### config.mk
export PLATFORM = sky130hd
export DESIGN_NAME = sync_fifo_param
export DESIGN_NICKNAME = d
export VERILOG_FILES = /design/src/rtl/sync_fifo_param.sv
export SDC_FILE = /design/constraint.sdc
export NUM_CORES = 1
export LEC_CHECK = 0
export ABC_AREA = 1
export BUFFER_PORTS_ARGS = -buffer_cell sky130_fd_sc_hd__clkbuf_2
export CAP_MARGIN = 20
export CORE_MARGIN = 2
export CORE_UTILIZATION = 61
export DETAILED_ROUTE_END_ITERATION = 8
export GPL_ROUTABILITY_DRIVEN = 0
export PLACE_DENSITY = 0.79
export SYNTH_ARGS = -nofsm -noshare
export SYNTH_HDL_FRONTEND = slang
export SYNTH_SLANG_ARGS = --single-unit
### constraint.sdc
create_clock -name clk -period 2.79 [get_ports clk]
set_input_delay 0.558 -clock clk [delete_from_list [all_inputs] [get_ports clk]]
set_output_delay 0.558 -clock clk [all_outputs]
set_load 0.05 [all_outputs]
### src/rtl/sync_fifo_param.sv
// Single-clock FIFO with power-of-two depth, programmable almost-full/empty
// thresholds, registered read data and sticky overflow/underflow flags.
module sync_fifo_param #(
    parameter int DATA_W   = 8,
    parameter int DEPTH    = 16,
    parameter int AF_LEVEL = DEPTH - 2,
    parameter int AE_LEVEL = 2
) (
    input  logic                     clk,
    input  logic                     reset,
    input  logic                     wr_en,
    input  logic [DATA_W-1:0]        wr_data,
    input  logic                     rd_en,
    output logic [DATA_W-1:0]        rd_data,
    output logic                     rd_valid,
    output logic                     full,
    output logic                     empty,
    output logic                     almost_full,
    output logic                     almost_empty,
    output logic [$clog2(DEPTH):0]   count,
    output logic                     overflow,
    output logic                     underflow,
    input  logic                     clr_err
);

    localparam int PTR_W = $clog2(DEPTH);
    localparam int CNT_W = PTR_W + 1;

    localparam logic [CNT_W-1:0] DEPTH_C = CNT_W'(DEPTH);
    localparam logic [CNT_W-1:0] AF_C    = CNT_W'(AF_LEVEL);
    localparam logic [CNT_W-1:0] AE_C    = CNT_W'(AE_LEVEL);

    logic [DATA_W-1:0] mem [DEPTH];
    logic [PTR_W-1:0]  wr_ptr;
    logic [PTR_W-1:0]  rd_ptr;
    logic              wr_acc;
    logic              rd_acc;

    // Status flags are decoded from the registered count only, so acceptance
    // below always sees the state from before the current edge.
    assign full         = (count == DEPTH_C);
    assign empty        = (count == '0);
    assign almost_full  = (count >= AF_C);
    assign almost_empty = (count <= AE_C);

    assign wr_acc = wr_en & ~full;
    assign rd_acc = rd_en & ~empty;

    // Storage carries no reset; stale words are unreachable once the pointers
    // and count are cleared.
    always_ff @(posedge clk) begin
        if (wr_acc && !reset) begin
            mem[wr_ptr] <= wr_data;
        end
    end

    always_ff @(posedge clk) begin
        if (reset) begin
            wr_ptr   <= '0;
            rd_ptr   <= '0;
            count    <= '0;
            rd_data  <= '0;
            rd_valid <= 1'b0;
        end else begin
            rd_valid <= rd_acc;
            if (wr_acc) begin
                wr_ptr <= wr_ptr + PTR_W'(1);
            end
            if (rd_acc) begin
                rd_data <= mem[rd_ptr];
                rd_ptr  <= rd_ptr + PTR_W'(1);
            end
            case ({wr_acc, rd_acc})
                2'b10:   count <= count + CNT_W'(1);
                2'b01:   count <= count - CNT_W'(1);
                default: count <= count;
            endcase
        end
    end

    // A new error in the same cycle as clr_err keeps its flag set.
    always_ff @(posedge clk) begin
        if (reset) begin
            overflow  <= 1'b0;
            underflow <= 1'b0;
        end else begin
            if (wr_en && full) begin
                overflow <= 1'b1;
            end else if (clr_err) begin
                overflow <= 1'b0;
            end
            if (rd_en && empty) begin
                underflow <= 1'b1;
            end else if (clr_err) begin
                underflow <= 1'b0;
            end
        end
    end

endmodule

==> flow_summary_export.csv <==
group,metric,value,unit
status,status,"finished, final reports clean",
route,drtAntennaViolNets,0,
finish,drive_above_1_share,11.0,%
synth,yosys_warnings,0,
floorplanning,chipWidth,109,um
route,vias_per_cell,5.46,
power_and_ir_drop,p_clk_share,29.6,%
synth,ys_types,26,
synth,ys_ff_latch,152,
worst_setup_path,slowest_stage,"fa_1",
place,pre_cts_ws,0.532,ns
worst_setup_path,worstSetupStartpoint,"count[1]",
finish,area_growth,10.7,%
clock_tree,ctsResizeCount,0,
power_and_ir_drop,ir_worst_vdd,0.000569,V
synth,netlist_instances,680,
route,drtIter0Drc,462,
route,first_pass_iters,5,
timing,timing.hold.ws,0.288,ns
timing,hold_viol_final,0,
route,wl_per_cell,16.9,um
power_and_ir_drop,p_leak,3.17,nW
job,cap_violations,0,
clock_tree,cts.sinks,152,
timing,period_needed,2.32,ns
worst_setup_path,crit_path_start_kind,"flip-flop",
timing,slew_headroom,29.8,%
power_and_ir_drop,p_sw_share,37.0,%
min_path,holdPathStages,3,
synth,synth_top_area_cell,"edfxtp_1",
clock_tree,clk_pin_slew,0.06,ns
timing,fin_crit_sh,83.0,%
floorplanning,ioPinCount,33,
route,wl,14500,um
finish,antenna_cells,0,
clock_tree,post_cts_buffers,0,
finish,final_common_cell,"nand2_1",
route,num_vias,4674,
floorplanning,die_h,109,um
worst_setup_path,path_class,"reg -> reg",
global_route,grt_pass1_vias,4457,
synth,synthTopCellsByArea,"edfxtp_1 58%, nand2_1 12%, nand3_1 7.3%",
worst_setup_path,cp_max_fo,7,
clock_tree,clock_latency,0.53,ns
worst_setup_path,critical_path.max_stage_delay,0.42,ns
finish,layout_common_cells,"221 x nand2_1, 128 x edfxtp_1, 97 x nand3_1, 87 x inv_1, 35 x nor2_1",
clock_tree,cts_root_buf,"clkbuf_8",
route,drc,0,
power_and_ir_drop,power_density,923,mW/mm2
worst_setup_path,path_delay_family,"adder cells",
power_and_ir_drop,p_switching,2.52,mW
power_and_ir_drop,total_power,6.82,mW
timing,setup_ws,0.473,ns
timing,fmax,432,MHz
global_route,antenna_found_initial,0,
timing,setup_tns,0,ns
timing,rsz0062_at_grt,"false",
worst_setup_path,arrival,2.78,ns
power_and_ir_drop,seqPwrFrac,39.9,%
synth,synth.avg_cell_area,9.82,um2
clock_tree,cts_made_buffers,17,
worst_setup_path,cp_cell_sequence,"nor2_1 > nand4_1 > nand2_2 > ha_1 > inv_1 > fa_1 > inv_1 > nand2_1 > a21boi_1 > o21bai_1 > nand2_1 > nand2_1 > a21oi_1",
place,place.port_buffers,32,
synth,async_flop_share,0,%
floorplanning,core_area,0.0107,mm2
place,dp_hpwl,9410,um
global_route,grt_usage,26.6,%
worst_setup_path,path_common_cell,"nand2_1",
worst_setup_path,end_kind,"flip-flop",
worst_setup_path,reg2reg_from,"count[1]",
synth,synth_nets,703,
floorplanning,die_area,0.0118,mm2
global_route,grt_start_max_net_pins,67,
power_and_ir_drop,p_int,4.30,mW
min_path,hold_path.class,"in -> reg",
synth,yosysTopAreaCellShare,57.6,%
min_path,hp-start,"rd_en",
timing,slew_violations,0,
worst_setup_path,crit_buf_inv,2,
floorplanning,start_util,62.1,%
finish,final_cells,856,
synth,synth_edf_count,128,
global_route,overflow,0,
synth,yosysSeqAreaShare,64.8,%
timing,finalSetupViolCount,0,
worst_setup_path,r2r_slack,0.47,ns
worst_setup_path,cp.required,3.25,ns
timing,tightest_slew,1.05,ns
clock_tree,clock_path_buffers,2,
clock_tree,cts_hold_buf,0,
finish,num-nets-final,727,
global_route,grt_pass1_wl,22500,um
worst_setup_path,rr_worst_depth,13,
clock_tree,htreeDepth,4,
floorplanning,num_rows,38,
power_and_ir_drop,p_comb_share,30.5,%
min_path,whs_endpoint,"underflow",
timing,finalClockSkew,0.00474,ns
clock_tree,cts_tree,"yes",
synth,synth_area,0.00668,mm2
synth,synth_ff_type,"edfxtp_1",
worst_setup_path,r2r-end,"count[4]",
place,dp_cells,825,
-- through the flow --
step	util [%]	instance area, um2
detailed placement	63.9	6870
CTS	68.8	7390
finish	68.8	7390
global route	68.8	7390
global placement	63.9	6870
floorplan	-	6680
-- how the worst max path moves through the flow --
stage,end,depth (start not counted)
finish,count[4],13
floorplan,almost_full,2
global route,count[4],13
global placement,mem[1][5],4
detailed placement,count[4],13
CTS,count[4],13
-- power by group through the flow --
stage | Sequential, mW | Combinational [mW] | Clock (mW)
5_1_grt | 2.74 | 2.29 | 2.13
6_report | 2.72 | 2.08 | 2.02
3_3_place_gp | 2.76 | 2.00 | 0
4_1_cts | 2.72 | 2.05 | 2.04
2_1_floorplan | 3.02 | 1.34 | 0
3_5_place_dp | 2.76 | 2.04 | 0
-- synth_stat cells (all sizes together), types with 2 or more instances --
| cell | instances |
|---|---|
| a21oi | 15 |
| buf | 27 |
| clkbuf | 3 |
| dfxtp | 24 |
| edfxtp | 128 |
| ha | 9 |
| inv | 97 |
| nand2 | 224 |
| nand3 | 97 |
| nand4 | 2 |
| nor2 | 35 |
| o21ai | 8 |
| xor2 | 4 |
-- registers in the layout, indices dropped and copies added, names as in the netlist --
| signal | cells |
|---|---|
| mem | 128 |
| rd_ptr | 4 |
| rd_data | 8 |
| overflow | 1 |
| underflow | 1 |
| count | 5 |
| rd_valid | 1 |
| wr_ptr | 4 |
-- final cells by class --
| class | count | area [um2] |
|---|---|---|
| sequential | 152 | 4330 |
| fill | 802 | 3350 |
| multi-input combinational | 401 | 1820 |
| clock buffer | 18 | 418 |
| inverter | 97 | 364 |
| timing repair buffer | 35 | 183 |
| tap | 140 | 175 |
| clock inverter | 13 | 108 |
-- worst reg2reg max path, delay by kind of cell (launching register included) --
kind / cells / cell delay, ns
AND/OR/NAND/NOR: 6 / 0.69
adder cells (fa/ha/maj): 2 / 0.72
flip-flops: 1 / 0.37
buffers and inverters: 2 / 0.16
AO/OA/AOI/OAI: 3 / 0.32
-- per-layer routing --
layer,GRT usage [%],up-vias,wire length (um)
met5,0,-,0
met4,12.5,0,512
met3,5.86,48,1230
met2,44.3,221,7120
met1,33.3,2149,5650
li1,-,2256,-
-- kinds of logic after synthesis --
kind of cell / count (synthesis) / synth area share [%]
AO/OA/AOI/OAI: 27 / 2.19
XOR/XNOR: 5 / 0.656
adder cells (fa/ha/maj): 10 / 1.99
buffers and inverters: 127 / 8.06
flip-flops: 152 / 64.8
AND/OR/NAND/NOR: 359 / 22.3
(Power assumes the default switching activity.)
